## config.mk

```make
export PLATFORM = sky130hd
export DESIGN_NAME = mem_line_engine
export DESIGN_NICKNAME = d
export VERILOG_FILES = /design/src/rtl/mem_line_pkg.sv /design/src/rtl/mem_line_engine.sv
export SDC_FILE = /design/constraint.sdc
export NUM_CORES = 1
export LEC_CHECK = 0
export ABC_AREA = 1
export CAP_MARGIN = 20
export CORE_MARGIN = 2
export CORE_UTILIZATION = 30
export DETAILED_ROUTE_END_ITERATION = 8
export GPL_TIMING_DRIVEN = 0
export PLACE_DENSITY = 0.61
export SLEW_MARGIN = 30
export SYNTH_ARGS = -nofsm -noshare
export SYNTH_HDL_FRONTEND = slang
export SYNTH_SLANG_ARGS = --single-unit
```

## constraint.sdc

```tcl
create_clock -name clk -period 11.61 [get_ports clk]
set_clock_uncertainty 0.05 [all_clocks]
set_input_delay 2.9025 -clock clk [delete_from_list [all_inputs] [get_ports clk]]
set_output_delay 2.9025 -clock clk [all_outputs]
set_load 0.05 [all_outputs]
```

## src/rtl/mem_line_pkg.sv

```systemverilog
// Shared types and helpers for the cache line memory engine.
// Holds the FSM encoding, default line geometry and line-base masking.
package mem_line_pkg;

  typedef enum logic [2:0] {
    ST_IDLE,
    ST_WB,
    ST_TURN,
    ST_RD,
    ST_RD_DRAIN,
    ST_DONE
  } line_state_e;

  localparam int LINE_WORDS_DEF = 4;
  localparam int WORD_OFF_W     = $clog2(LINE_WORDS_DEF);
  localparam int LINE_OFF_W     = WORD_OFF_W + 2;

  function automatic logic [63:0] line_base(input logic [63:0] addr, input int off_w);
    return addr & ~((64'd1 << off_w) - 64'd1);
  endfunction

endpackage

```

## src/rtl/mem_line_engine.sv

```systemverilog
// Memory-side initiator: turns one line request into a word-serial writeback
// of the victim line and/or a word-serial fill, returned as a packed line.
module mem_line_engine
  import mem_line_pkg::*;
#(
  parameter int LINE_WORDS = LINE_WORDS_DEF,
  parameter int ADDR_W     = 32
) (
  input  logic                     clk,
  input  logic                     rst,
  input  logic                     req_valid,
  output logic                     req_ready,
  input  logic                     req_wb,
  input  logic                     req_fill,
  input  logic [ADDR_W-1:0]        req_wb_addr,
  input  logic [ADDR_W-1:0]        req_fill_addr,
  input  logic [32*LINE_WORDS-1:0] req_wb_data,
  output logic                     resp_valid,
  output logic [32*LINE_WORDS-1:0] resp_fill_data,
  output logic                     mem_we,
  output logic                     mem_re,
  output logic [ADDR_W-1:0]        mem_addr,
  output logic [31:0]              mem_data_in,
  input  logic [31:0]              mem_data_out
);

  localparam int W_OFF = $clog2(LINE_WORDS);
  localparam int L_OFF = W_OFF + 2;

  line_state_e st, st_nxt;
  logic [W_OFF-1:0]        cnt, cnt_nxt;
  logic [W_OFF-1:0]        cap_idx;
  logic [ADDR_W-1:0]       wb_base, fill_base, word_off;
  logic [32*LINE_WORDS-1:0] wb_line;
  logic                    fill_pend;
  logic                    accept, last, cap_en;

  assign accept     = req_valid && (st == ST_IDLE);
  assign last       = (cnt == W_OFF'(LINE_WORDS - 1));
  assign word_off   = ADDR_W'({cnt, 2'b00});
  assign req_ready  = (st == ST_IDLE);
  assign resp_valid = (st == ST_DONE);

  // Read data lags the address by one cycle; the drain cycle collects the last word.
  assign cap_en  = ((st == ST_RD) && (cnt != '0)) || (st == ST_RD_DRAIN);
  assign cap_idx = (st == ST_RD_DRAIN) ? cnt : cnt - 1'b1;

  always_comb begin
    st_nxt  = st;
    cnt_nxt = cnt;
    case (st)
      ST_IDLE: begin
        cnt_nxt = '0;
        if (req_valid) begin
          if (req_wb)        st_nxt = ST_WB;
          else if (req_fill) st_nxt = ST_RD;
          else               st_nxt = ST_DONE;
        end
      end
      ST_WB: begin
        if (last) begin
          cnt_nxt = '0;
          st_nxt  = fill_pend ? ST_TURN : ST_DONE;
        end else begin
          cnt_nxt = cnt + 1'b1;
        end
      end
      ST_TURN: st_nxt = ST_RD;
      ST_RD: begin
        if (last) st_nxt  = ST_RD_DRAIN;
        else      cnt_nxt = cnt + 1'b1;
      end
      ST_RD_DRAIN: begin
        cnt_nxt = '0;
        st_nxt  = ST_DONE;
      end
      ST_DONE: st_nxt = ST_IDLE;
      default: st_nxt = ST_IDLE;
    endcase
  end

  always_comb begin
    mem_we      = 1'b0;
    mem_re      = 1'b0;
    mem_addr    = '0;
    mem_data_in = '0;
    case (st)
      ST_WB: begin
        mem_we      = 1'b1;
        mem_addr    = wb_base + word_off;
        mem_data_in = wb_line[32*cnt +: 32];
      end
      ST_RD, ST_RD_DRAIN: begin
        mem_re   = 1'b1;
        mem_addr = fill_base + word_off;
      end
      default: ;
    endcase
  end

  always_ff @(posedge clk or posedge rst) begin
    if (rst) begin
      st             <= ST_IDLE;
      cnt            <= '0;
      fill_pend      <= 1'b0;
      resp_fill_data <= '0;
    end else begin
      st  <= st_nxt;
      cnt <= cnt_nxt;
      if (accept) fill_pend <= req_fill;
      if (cap_en) resp_fill_data[32*cap_idx +: 32] <= mem_data_out;
    end
  end

  // Request capture: addresses are aligned once here so the bus side never carries out of the line.
  always_ff @(posedge clk) begin
    if (accept) begin
      wb_base   <= ADDR_W'(line_base(64'(req_wb_addr), L_OFF));
      fill_base <= ADDR_W'(line_base(64'(req_fill_addr), L_OFF));
      wb_line   <= req_wb_data;
    end
  end

endmodule

```

# Yosys cells after proc, flatten, opt, wreduce, memory -nomap -nowiden
# Cells that the tools add are included.
# classes
n_reduce_logical,10
shift,3
add_sub_neg,5
eq_ne,10
mux,16
div,0
magnitude_cmp,0
n_mul,0
bitwise_logic,0
# ops
operator,n
bitwise mux 128 bit,1
variable shift 32 x 34 -> 128 bit (first input constant),1
indexed part select 128 x 8 -> 32 bit,1
indexed part select 32 x 34 -> 128 bit,1
adder 32 x 4 -> 32 bit,2
one-hot mux 32 bit (2 select lines),1
negator 7 -> 34 bit,1
two-way mux 32 bit,1
two-way mux 3 bit,6
one-hot mux 3 bit (5 select lines),1
!= test 2 bit (second input constant),4
== test 3 x 2 -> 1 bit (second input constant),2
== test 3 bit (second input constant),2
two-way mux 2 bit,3
one-hot mux 2 bit (3 select lines),1
OR reduction 2 bit,2
== test 3 x 1 -> 1 bit (second input constant),1
logical NOT 3 bit,1
AND reduction 3 bit,1
nonzero test 3 bit,1
adder 2 x 1 -> 2 bit (second input constant),1
== test 2 bit (second input constant),1
logical AND 1 bit,2
two-way mux 1 bit,2
other kinds (4),4
# word_totals
reg_bits,318
inputBits,229
mem_bits_rw,0
romBits,0
elab_cells,51
latch_bits,0
memories,0

# Depth between registers and ports, before layout
# Gate-level depths: netlist of run 1.
# logic_depth
ltp_word,5
ltp_mapped,16
depth_no_buf,10

# Worst setup path after synthesis of run 1
# OpenSTA, ideal clock, no wires.
# synth_timing
kind,input to register
startpoint,input req_valid
endpoint,register fill_pend
cell_stages,3
setup_slack_ns,0.226
n_path_buf,0
t_arrival_ns,10.845
path_cell_list,inv_1 > nor2_1 > o21ai_0
# synth_via
elab_chain_len,1
# synth_rtl
item,line_no,source
start: declaration,mem_line_engine.sv:11,"input logic req_valid,"
logical AND 1 bit,mem_line_engine.sv:38,assign accept = req_valid && (st == ST_IDLE);
net accept,mem_line_engine.sv:36,"logic accept, last, cap_en;"
end signal: assignment,mem_line_engine.sv:110,if (accept) fill_pend <= req_fill;
end: declaration,mem_line_engine.sv:35,logic fill_pend;
# The timed path passes the listed nets, and every way through them passes these cells.
# A chain may end at the register's enable or synchronous reset.

# Final worst setup path of run 1
# layout_timing
startpoint,register st[2]
endpoint,output mem_data_in[2]
# layout_via
elab_chain_len,2
# layout_rtl
item,line_no,source
start: declaration,mem_line_engine.sv:30,"line_state_e st, st_nxt;"
start signal: assignment,mem_line_engine.sv:108,st <= st_nxt;
== test 3 x 1 -> 1 bit,mem_line_engine.sv:87,case (st)
two-way mux 32 bit,mem_line_engine.sv:87,
end: declaration,mem_line_engine.sv:23,"output logic [31:0] mem_data_in,"
# No other way between the ends.

==> flow_summary.json, run 1 <==
{
  "portBuffers": 414,
  "holdPathEnd": "resp_fill_data[10]",
  "hold_depth": 2,
  "layout_common_cells": "clkdlybuf4s50_1 (414), nand2_1 (311), nor2_1 (228)",
  "drt-wirelength-per-cell_um": 18.1,
  "drive_above_1_share_pct": 6.36,
  "rsz0062_at_grt": "no",
  "grtUsageTotal_pct": 18.8,
  "synth_top_family_by_area": "simple AND/OR/NAND/NOR gates",
  "r2r_start": "cnt[0]",
  "avgSynthCellArea_um2": 10.2,
  "period_share_pct": 56.3,
  "irDropWorstVdd_uv": 139,
  "yosysSeqAreaShare_pct": 67.7,
  "placed_area_um2": 18300,
  "insertion_delay_ns": 0.55,
  "dieHeight_um": 213,
  "gp_congestion": 0.882,
  "synth_area_um2": 13100,
  "clkSinkCount": 318,
  "grt_pass1_vias": 11100,
  "synth_top_area_share_pct": 42.2,
  "start_util_pct": 30.4,
  "cp-end-kind": "primary output",
  "critical_path_required_ns": 8.66,
  "ant_nets": 0,
  "synthCells": 1288,
  "synthMuxAreaShare_pct": 0,
  "path_class": "reg -> out",
  "r2r_slack_ns": 7.78,
  "cp.arrival_ns": 3.59,
  "path_buf_inv": 4,
  "synth.largest_area_cell": "edfxtp_1",
  "clk_pin_slew_ns": 0.05,
  "yosys.area_share.simple_pct": 20.1,
  "cts-root-buf": "clkbuf_16",
  "synthTopCellsByArea": "edfxtp_1 (42%), dfrtp_1 (26%), nand2_1 (8.9%)",
  "yosys_warnings": 0,
  "rr_worst_depth": 14,
  "htree_levels": 2,
  "holdBufCountCts": 0,
  "cts_resized": 0,
  "grt_pass1_wl_um": 64300,
  "ys_ff_latch": 318,
  "fin_crit_ns": 6.54,
  "hp-class": "reg -> reg",
  "pre_cts_ws_ns": 5.57,
  "start_kind": "flop",
  "die_width_um": 213,
  "setup_viol": 0,
  "cp_slowest_stage_delay_ns": 0.89,
  "synth-xor-area-share_pct": 0,
  "hold_violations": 0,
  "drc_errors": 0,
  "max_cap_violations": 0,
  "viasPerCell": 4.59,
  "power.static_leakage_nw": 8.02,
  "cts_tree": "yes",
  "worst_slew_pin_slew_ns": 0.628,
  "synth_cell_types": 22,
  "cts_buffers": 38,
  "post-dp-hpwl_um": 32800,
  "nNetsFinal": 1987,
  "status": "finished clean",
  "layout_setup_ws_ns": 5.07,
  "first_iter_violations": 777,
  "drtPass1Iterations": 5,
  "row_count": 76,
  "reg2reg_to": "resp_fill_data[110]",
  "overflow": 0,
  "path_cells": "buf_2, nor3_2, clkinv_1, clkbuf_1, a21oi_1, clkdlybuf4s50_1",
  "grt_max_degree": 83,
  "clockBufferDepth": 3,
  "area.growth.synth_to_final_pct": 49.2,
  "slew_viol_final": 0,
  "mostFrequentLayoutCell": "clkdlybuf4s50_1",
  "cts_setup_buffers": 0,
  "wirelength_um": 42900,
  "synth_compound_area_share_pct": 7.29,
  "antenna_found_initial": 6,
  "power_density_nw_per_um2": 315,
  "synth_fa_ha_area_share_pct": 0.477,
  "vias": 10900,
  "die-area_um2": 45400,
  "hp-start": "resp_fill_data[10]",
  "postLayoutCellArea_um2": 19600,
  "holdWs_ns": 0.424,
  "antennaDiodeCount": 0,
  "relSlewSlack_pct": 58.0,
  "coreArea_um2": 43100,
  "crit_family": "buffers and inverters",
  "cp_max_fo": 10,
  "slowest_stage": "clkdlybuf4s50_1",
  "max_freq_mhz": 153,
  "ios": 425
}
-- report_power, final --
part           internal [W]  switching, W  leakage, nW
registers           0.00153      0.000146         3.42
logic              0.000966       0.00227         3.98
clock network      0.000776      0.000469        0.631
total               0.00327       0.00289         8.02
-- Yosys cell counts --
library cell / number
nand2_1: 311
nor2_1: 229
edfxtp_1: 184
dfrtp_1: 134
nand3_1: 106
o21ai_0: 80
inv_1: 47
clkbuf_1: 42
a21oi_1: 37
buf_2: 34
a22o_1: 28
o21ai_1: 25
buf_1: 5
buf_4: 5
ha_1: 5
nor2_2: 4
nor3_1: 4
nand2_2: 3
clkinv_1: 2
conb_1: 1
nor3_2: 1
or2_2: 1
-- worst min-delay path: stages, from the launching register on --
cell and delay [ns]:
dfrtp_1 0.34, nand2_1 0.05, nand2_1 0.05
-- through the flow --
stage               std cells  total power (W)  util (%)  setup TNS [ns]
floorplan                1289          0.00377         -               0
global placement         2288          0.00493      41.8         -587.04
detailed placement       2298          0.00495      42.4               0
CTS                      2363          0.00622      45.4               0
global route             2363          0.00650      45.4               0
finish                   2363          0.00616      45.4               0
-- registers in the layout, indices dropped and copies added, names as in the netlist --
signal and flops:
wb_base 28, cnt 2, st 3, fill_pend 1, resp_fill_data 128, fill_base 28, wb_line 128
-- cell families after synthesis --
kind of cell | count (synthesis)
AND/OR/NAND/NOR | 659
flip-flops | 318
AO/OA/AOI/OAI | 170
buffers and inverters | 135
adder cells (fa/ha/maj) | 5
other | 1
-- routing by layer --
layer	wire [um]	vias to the layer above	track usage, %	part of all wire, %
met4	1270	12	7.02	3.0
met1	16800	5114	21.8	39
met2	20600	425	31.8	48
met5	83	-	0	0.19
met3	4170	72	6.85	9.7
li1	-	5230	-	-
-- how the worst max path moves through the flow --
stage                                end  startpoint  slack, ns  cells past startpoint
after global routing      mem_data_in[1]       st[2]       4.86                      6
final                     mem_data_in[2]       st[2]       5.07                      6
after detailed placement  mem_data_in[1]       st[2]       5.57                      6
after floorplan                fill_pend   req_valid       0.23                      3
after CTS                 mem_data_in[1]       st[2]       4.94                      6
after global placement         fill_pend   req_valid      -3.39                      4
-- layout make-up --
cell class	count	area [um^2]
clock buffer	50	1070
fill	4062	23500
tap	585	732
sequential	318	8880
clock inverter	15	225
multi-input combinational	836	3670
buffer	86	384
timing repair buffer	424	4410
inverter	49	191
Power figures use the tool's default switching activity.
==> run 2: changes to the inputs <==
==> constraint.sdc (replaced) <==
create_clock -name clk -period 6.7 [get_ports clk]
set_clock_uncertainty 0.05 [all_clocks]
set_input_delay 1.675 -clock clk [delete_from_list [all_inputs] [get_ports clk]]
set_output_delay 1.675 -clock clk [all_outputs]
set_load 0.05 [all_outputs]
==> run 2 against run 1 <==
Global-route usage down 0.27 points. Core utilization down 0.35 points. Worst setup slack worse by 3.8 ns. Critical path depth unchanged. Hold slack better by 0.0035 ns. Count of clock-buffer cells in the layout up 2. Critical path type unchanged. Highest routed layer is now met4.
==> flow_summary.json, run 2 (synthesis results as in run 1) <==
{
  "layout_common_cells": "clkdlybuf4s50_1 (414), nand2_1 (311), nor2_1 (228)",
  "worst_slew_pin_slew_ns": 0.791,
  "drive_above_1_share_pct": 6.52,
  "power_w": 0.0104,
  "path_class": "reg -> out",
  "overflow": 0,
  "dieHeight_um": 213,
  "clkPwrFrac_pct": 18.7,
  "cts-root-buf": "clkbuf_16",
  "vias": 10900,
  "max_cap_violations": 0,
  "cts_resized": 0,
  "status": "finished clean",
  "first_iter_violations": 777,
  "hold_violations": 0,
  "tns_ns": 0,
  "gp_congestion": 0.880,
  "clkSinkCount": 318,
  "cts_buffers": 38,
  "die_width_um": 213,
  "ios": 425,
  "seqCellArea_um2": 8880,
  "post-route-util_pct": 45.1,
  "post-dp-hpwl_um": 32800,
  "setup.worst_path.start": "st[2]",
  "htree_levels": 2,
  "final_cells": 2366,
  "reg2reg_to": "resp_fill_data[108]",
  "multi_input_area_um2": 3670,
  "r2r_slack_ns": 2.90,
  "grtUsageTotal_pct": 18.5,
  "grt_pass1_wl_um": 63000,
  "insertion_delay_ns": 0.55,
  "viasPerCell": 4.59,
  "swShare_pct": 47.9,
  "cp-end-kind": "primary output",
  "power_frac_comb_pct": 53.6,
  "fillerInstances": 4087,
  "rr_worst_depth": 14,
  "die-area_um2": 45400,
  "drt-wirelength-per-cell_um": 18.1,
  "intPower_w": 0.00544,
  "relSlewSlack_pct": 47.0,
  "portBuffers": 414,
  "clk_pin_slew_ns": 0.06,
  "setup_viol": 0,
  "cp_max_fo": 10,
  "irDropWorstVdd_uv": 287,
  "mostFrequentLayoutCell": "clkdlybuf4s50_1",
  "holdBufCountCts": 0,
  "grt_pass1_vias": 11000,
  "hp-class": "reg -> reg",
  "period_share_pct": 81.4,
  "area.growth.synth_to_final_pct": 48.1,
  "coreArea_um2": 43100,
  "row_count": 76,
  "cts_tree": "yes",
  "critical_path_required_ns": 4.97,
  "max_freq_mhz": 183,
  "fin_crit_ns": 5.45,
  "slew_viol_final": 0,
  "wirelength_um": 42900,
  "r2r_start": "cnt[0]",
  "dp.cells": 2297,
  "reg_top3": "resp_fill_data (128), wb_line (128)",
  "power_frac_seq_pct": 27.8,
  "power_density_nw_per_um2": 538,
  "nNetsFinal": 1986,
  "clockBufferDepth": 3,
  "antenna_found_initial": 2,
  "start_kind": "flop",
  "grt_max_degree": 75,
  "cts_setup_buffers": 0,
  "cp.arrival_ns": 3.73,
  "power.static_leakage_nw": 7.96,
  "drc_errors": 0,
  "drtPass1Iterations": 5,
  "start_util_pct": 30.4,
  "ant_nets": 0,
  "switchingPower_w": 0.00500,
  "rsz0062_at_grt": "no",
  "holdWs_ns": 0.428,
  "worstSetupEndpoint": "mem_data_in[26]"
}
-- run 2: cell types whose count changed in the layout (fill, tap and decap cells not counted) --
| cell | previous run | this run |
|---|---|---|
| clkbuf_8 | 5 | 6 |
| buf_16 | 9 | 7 |
| clkinv_1 | 8 | 5 |
| clkinv_2 | 1 | 7 |
| diode_2 | 0 | 2 |
| buf_12 | 0 | 1 |
| clkbuf_1 | 48 | 49 |
| bufinv_16 | 6 | 0 |
| inv_6 | 2 | 3 |
| clkinvlp_4 | 0 | 2 |
-- run 2: critical path: stages (launching register included) --
cell and delay [ns]:
dfrtp_1 0.35, buf_2 0.17, nor3_2 0.66, clkinv_1 0.45, clkbuf_1 0.37, a21oi_1 0.26
clkdlybuf4s50_1 0.90
-- run 2: stage by stage --
step / area [um^2] / setup slack, ns
2_1_floorplan: 13100 / 1.39
3_3_place_gp: 18000 / -0.692
3_5_place_dp: 18200 / 1.79
4_1_cts: 19400 / 1.16
5_1_grt: 19400 / 1.10
6_report: 19400 / 1.25
-- run 2: power groups by stage --
| stage | Combinational (W) | Clock, W | Sequential (W) |
|---|---|---|---|
| after global routing | 0.00598 | 0.00207 | 0.00295 |
| after floorplan | 0.00255 | 0 | 0.00392 |
| final | 0.00559 | 0.00195 | 0.00290 |
| after detailed placement | 0.00562 | 0 | 0.00294 |
| after global placement | 0.00550 | 0 | 0.00296 |
| after CTS | 0.00564 | 0.00200 | 0.00290 |
-- run 2: per-layer routing --
| layer | track usage (%) | share of wire (%) | wire length [um] | vias to the layer above |
|---|---|---|---|---|
| li1 | - | - | - | 5223 |
| met5 | 0 | 0 | 0 | - |
| met3 | 6.16 | 9.6 | 4130 | 73 |
| met1 | 21.6 | 39 | 16800 | 5117 |
| met2 | 31.4 | 48 | 20600 | 437 |
| met4 | 7.50 | 3.1 | 1330 | 0 |
-- run 2: how the worst min path moves through the flow --
stage,from,end,cells after the start
6_report,resp_fill_data[110],resp_fill_data[110],2
5_1_grt,resp_fill_data[32],resp_fill_data[32],2
4_1_cts,resp_fill_data[2],resp_fill_data[2],2
3_5_place_dp,resp_fill_data[2],resp_fill_data[2],2
3_3_place_gp,resp_fill_data[63],resp_fill_data[63],2
2_1_floorplan,fill_pend,fill_pend,2
-- run 2: layout make-up --
class | instances | share of cell area (%)
inverter | 49 | 0.986
buffer | 86 | 1.98
tap | 585 | 3.77
clock inverter | 15 | 0.451
timing repair buffer | 423 | 22.5
clock buffer | 52 | 5.59
sequential | 318 | 45.8
multi-input combinational | 836 | 18.9
antenna | 2 | 0.0258
==> run 3: changes to the inputs <==
--- a/config.mk
+++ b/config.mk
@@ -11,7 +11,7 @@
 export CORE_UTILIZATION = 30
 export DETAILED_ROUTE_END_ITERATION = 8
 export GPL_TIMING_DRIVEN = 0
-export PLACE_DENSITY = 0.61
+export PLACE_DENSITY = 0.63
 export SLEW_MARGIN = 30
 export SYNTH_ARGS = -nofsm -noshare
 export SYNTH_HDL_FRONTEND = slang
==> constraint.sdc (replaced) <==
create_clock -name clk -period 4.6 [get_ports clk]
set_clock_uncertainty 0.05 [all_clocks]
set_input_delay 1.15 -clock clk [delete_from_list [all_inputs] [get_ports clk]]
set_output_delay 1.15 -clock clk [all_outputs]
set_load 0.05 [all_outputs]
==> run 3 against run 2 <==
Hold slack got worse by 0.0017 ns. Total power grew 45%. Design area grew 0.53%. Sequential power grew 46%. Final cell count is 0.13% higher. Sequential cell count unchanged. Count of clock-buffer cells in the layout is the same. Die area is the same. First-iteration DRC count increased by 15%. Core utilization rose by 0.24 points. Via count grew 0.31%. Clock power increased by 47%. Critical path type unchanged. Critical endpoint is now mem_addr[3]. Largest cell class unchanged.
==> flow_summary.json, run 3 (synthesis results as in run 1) <==
{
  "pre_cts_ws_ns": 0.109,
  "power_w": 0.0152,
  "max_freq_mhz": 227,
  "power_frac_seq_pct": 27.8,
  "switchingPower_w": 0.00725,
  "crit_family": "buffers and inverters",
  "setup_viol": 0,
  "layout_common_cells": "clkdlybuf4s50_1 (384), nand2_1 (311), nor2_1 (228)",
  "area.growth.synth_to_final_pct": 48.8,
  "insertion_delay_ns": 0.55,
  "rr_worst_depth": 13,
  "irDropWorstVdd_uv": 423,
  "worstSetupEndpoint": "mem_addr[3]",
  "swShare_pct": 47.8,
  "overflow": 0,
  "mostFrequentLayoutCell": "clkdlybuf4s50_1",
  "max_cap_violations": 0,
  "cp_max_fo": 10,
  "r2r_start": "cnt[1]",
  "drive_above_1_share_pct": 6.39,
  "setup.worst_path.start": "st[1]",
  "placed_area_um2": 18300,
  "holdBufCountCts": 0,
  "clockBufferDepth": 3,
  "grt_max_degree": 32,
  "grt_pass1_vias": 11300,
  "critical_path_required_ns": 3.40,
  "cts_buffers": 37,
  "coreArea_um2": 43100,
  "reg_top3": "resp_fill_data (128), wb_line (128)",
  "clkSinkCount": 318,
  "intPower_w": 0.00791,
  "status": "finished clean",
  "hold_violations": 0,
  "dieHeight_um": 213,
  "r2r_slack_ns": 0.83,
  "post-dp-hpwl_um": 32700,
  "drc_errors": 0,
  "path_class": "reg -> out",
  "worst_slew_pin_slew_ns": 0.746,
  "worst-path-stages": 7,
  "antenna_found_initial": 3,
  "vias": 10900,
  "clk_pin_slew_ns": 0.06,
  "power.static_leakage_nw": 8.20,
  "power_density_nw_per_um2": 777,
  "htree_levels": 2,
  "portBuffers": 414,
  "wirelength_um": 42500,
  "gp_congestion": 0.901,
  "row_count": 76,
  "ios": 425,
  "start_util_pct": 30.4,
  "drtPass1Iterations": 6,
  "rsz0062_at_grt": "no",
  "cts_tree": "yes",
  "power_frac_comb_pct": 53.2,
  "period_share_pct": 95.7,
  "hp-class": "reg -> reg",
  "first_iter_violations": 890,
  "fin_crit_ns": 4.40,
  "cp-end-kind": "primary output",
  "relSlewSlack_pct": 50.3,
  "path_buf_inv": 3,
  "cts-root-buf": "clkbuf_16",
  "start_kind": "flop",
  "reg2reg_to": "resp_fill_data[114]",
  "cp_slowest_stage_delay_ns": 0.85,
  "post-route-util_pct": 45.3,
  "grt_pass1_wl_um": 64300,
  "ant_nets": 0,
  "viasPerCell": 4.59,
  "slew_viol_final": 0,
  "cp.arrival_ns": 3.20,
  "holdWs_ns": 0.426,
  "path_cells": "nor2_2, nand2_2, nand2_1, buf_2, inv_1, a21oi_1, clkdlybuf4s50_1",
  "clkPwrFrac_pct": 18.9,
  "layout_setup_ws_ns": 0.197,
  "die-area_um2": 45400,
  "drt-wirelength-per-cell_um": 18.0,
  "postLayoutCellArea_um2": 19500,
  "nNetsFinal": 1989,
  "slowest_stage": "clkdlybuf4s50_1",
  "grtUsageTotal_pct": 18.7,
  "die_width_um": 213
}
[run 3: cell count changes in the layout (fill, tap and decap cells not counted), sizes merged]
cell           delta
clkinv            +1
inv               -2
dlymetal6s2s      +8
dlygate4sd2      +22
bufinv            +2
diode             -1
clkdlybuf4s50    -30
buf               +4
clkinvlp          -1
[run 3: how the worst min path moves through the flow]
stage | cells after the start | start | end
floorplan | 2 | fill_pend | fill_pend
global placement | 2 | resp_fill_data[11] | resp_fill_data[11]
detailed placement | 2 | resp_fill_data[11] | resp_fill_data[11]
CTS | 2 | resp_fill_data[11] | resp_fill_data[11]
global route | 2 | resp_fill_data[10] | resp_fill_data[10]
finish | 2 | resp_fill_data[11] | resp_fill_data[11]
[run 3: routing by layer]
metal	share of wire [%]	GRT usage [%]	vias to the layer above	wire (um)
met5	0.096	0	-	41
met4	2.6	6.68	6	1120
met3	9.5	5.94	70	4030
met2	48	31.8	458	20600
met1	39	22.3	5119	16700
li1	-	-	5231	-
[run 3: worst min-delay path, delay by kind of cell, from the launching register on]
kind	cells	cell delay, ns
and+or+nand+nor	2	0.10
DFF	1	0.34
[run 3: timing repair]
action / CTS / global route
setup buffers: 0 / 0
resized for setup: 23 / 10
setup endpoints to repair: 32 / 8
[run 3: power by group through the flow]
stage	Sequential [W]	Combinational [W]	Clock, W
detailed placement	0.00427	0.00820	0
finish	0.00422	0.00807	0.00287
global placement	0.00430	0.00799	0
global route	0.00430	0.00869	0.00305
CTS	0.00422	0.00816	0.00295
floorplan	0.00571	0.00372	0
[run 3: metrics by stage]
| step | instances | TNS [ns] |
|---|---|---|
| CTS | 2368 | 0 |
| detailed placement | 2301 | 0 |
| global route | 2368 | 0 |
| finish | 2369 | 0 |
| global placement | 2288 | -248.73 |
| floorplan | 1289 | 0 |
[run 3: layout make-up]
cell class | instances | area, um^2
clock inverters | 15 | 129
plain buffers | 86 | 385
repair buffers | 427 | 4470
diodes | 1 | 2.50
well taps | 585 | 732
inverters | 49 | 188
flip-flops and latches | 318 | 8880
multi-input cells | 836 | 3680
fillers | 4112 | 23600
clock buffers | 52 | 1040
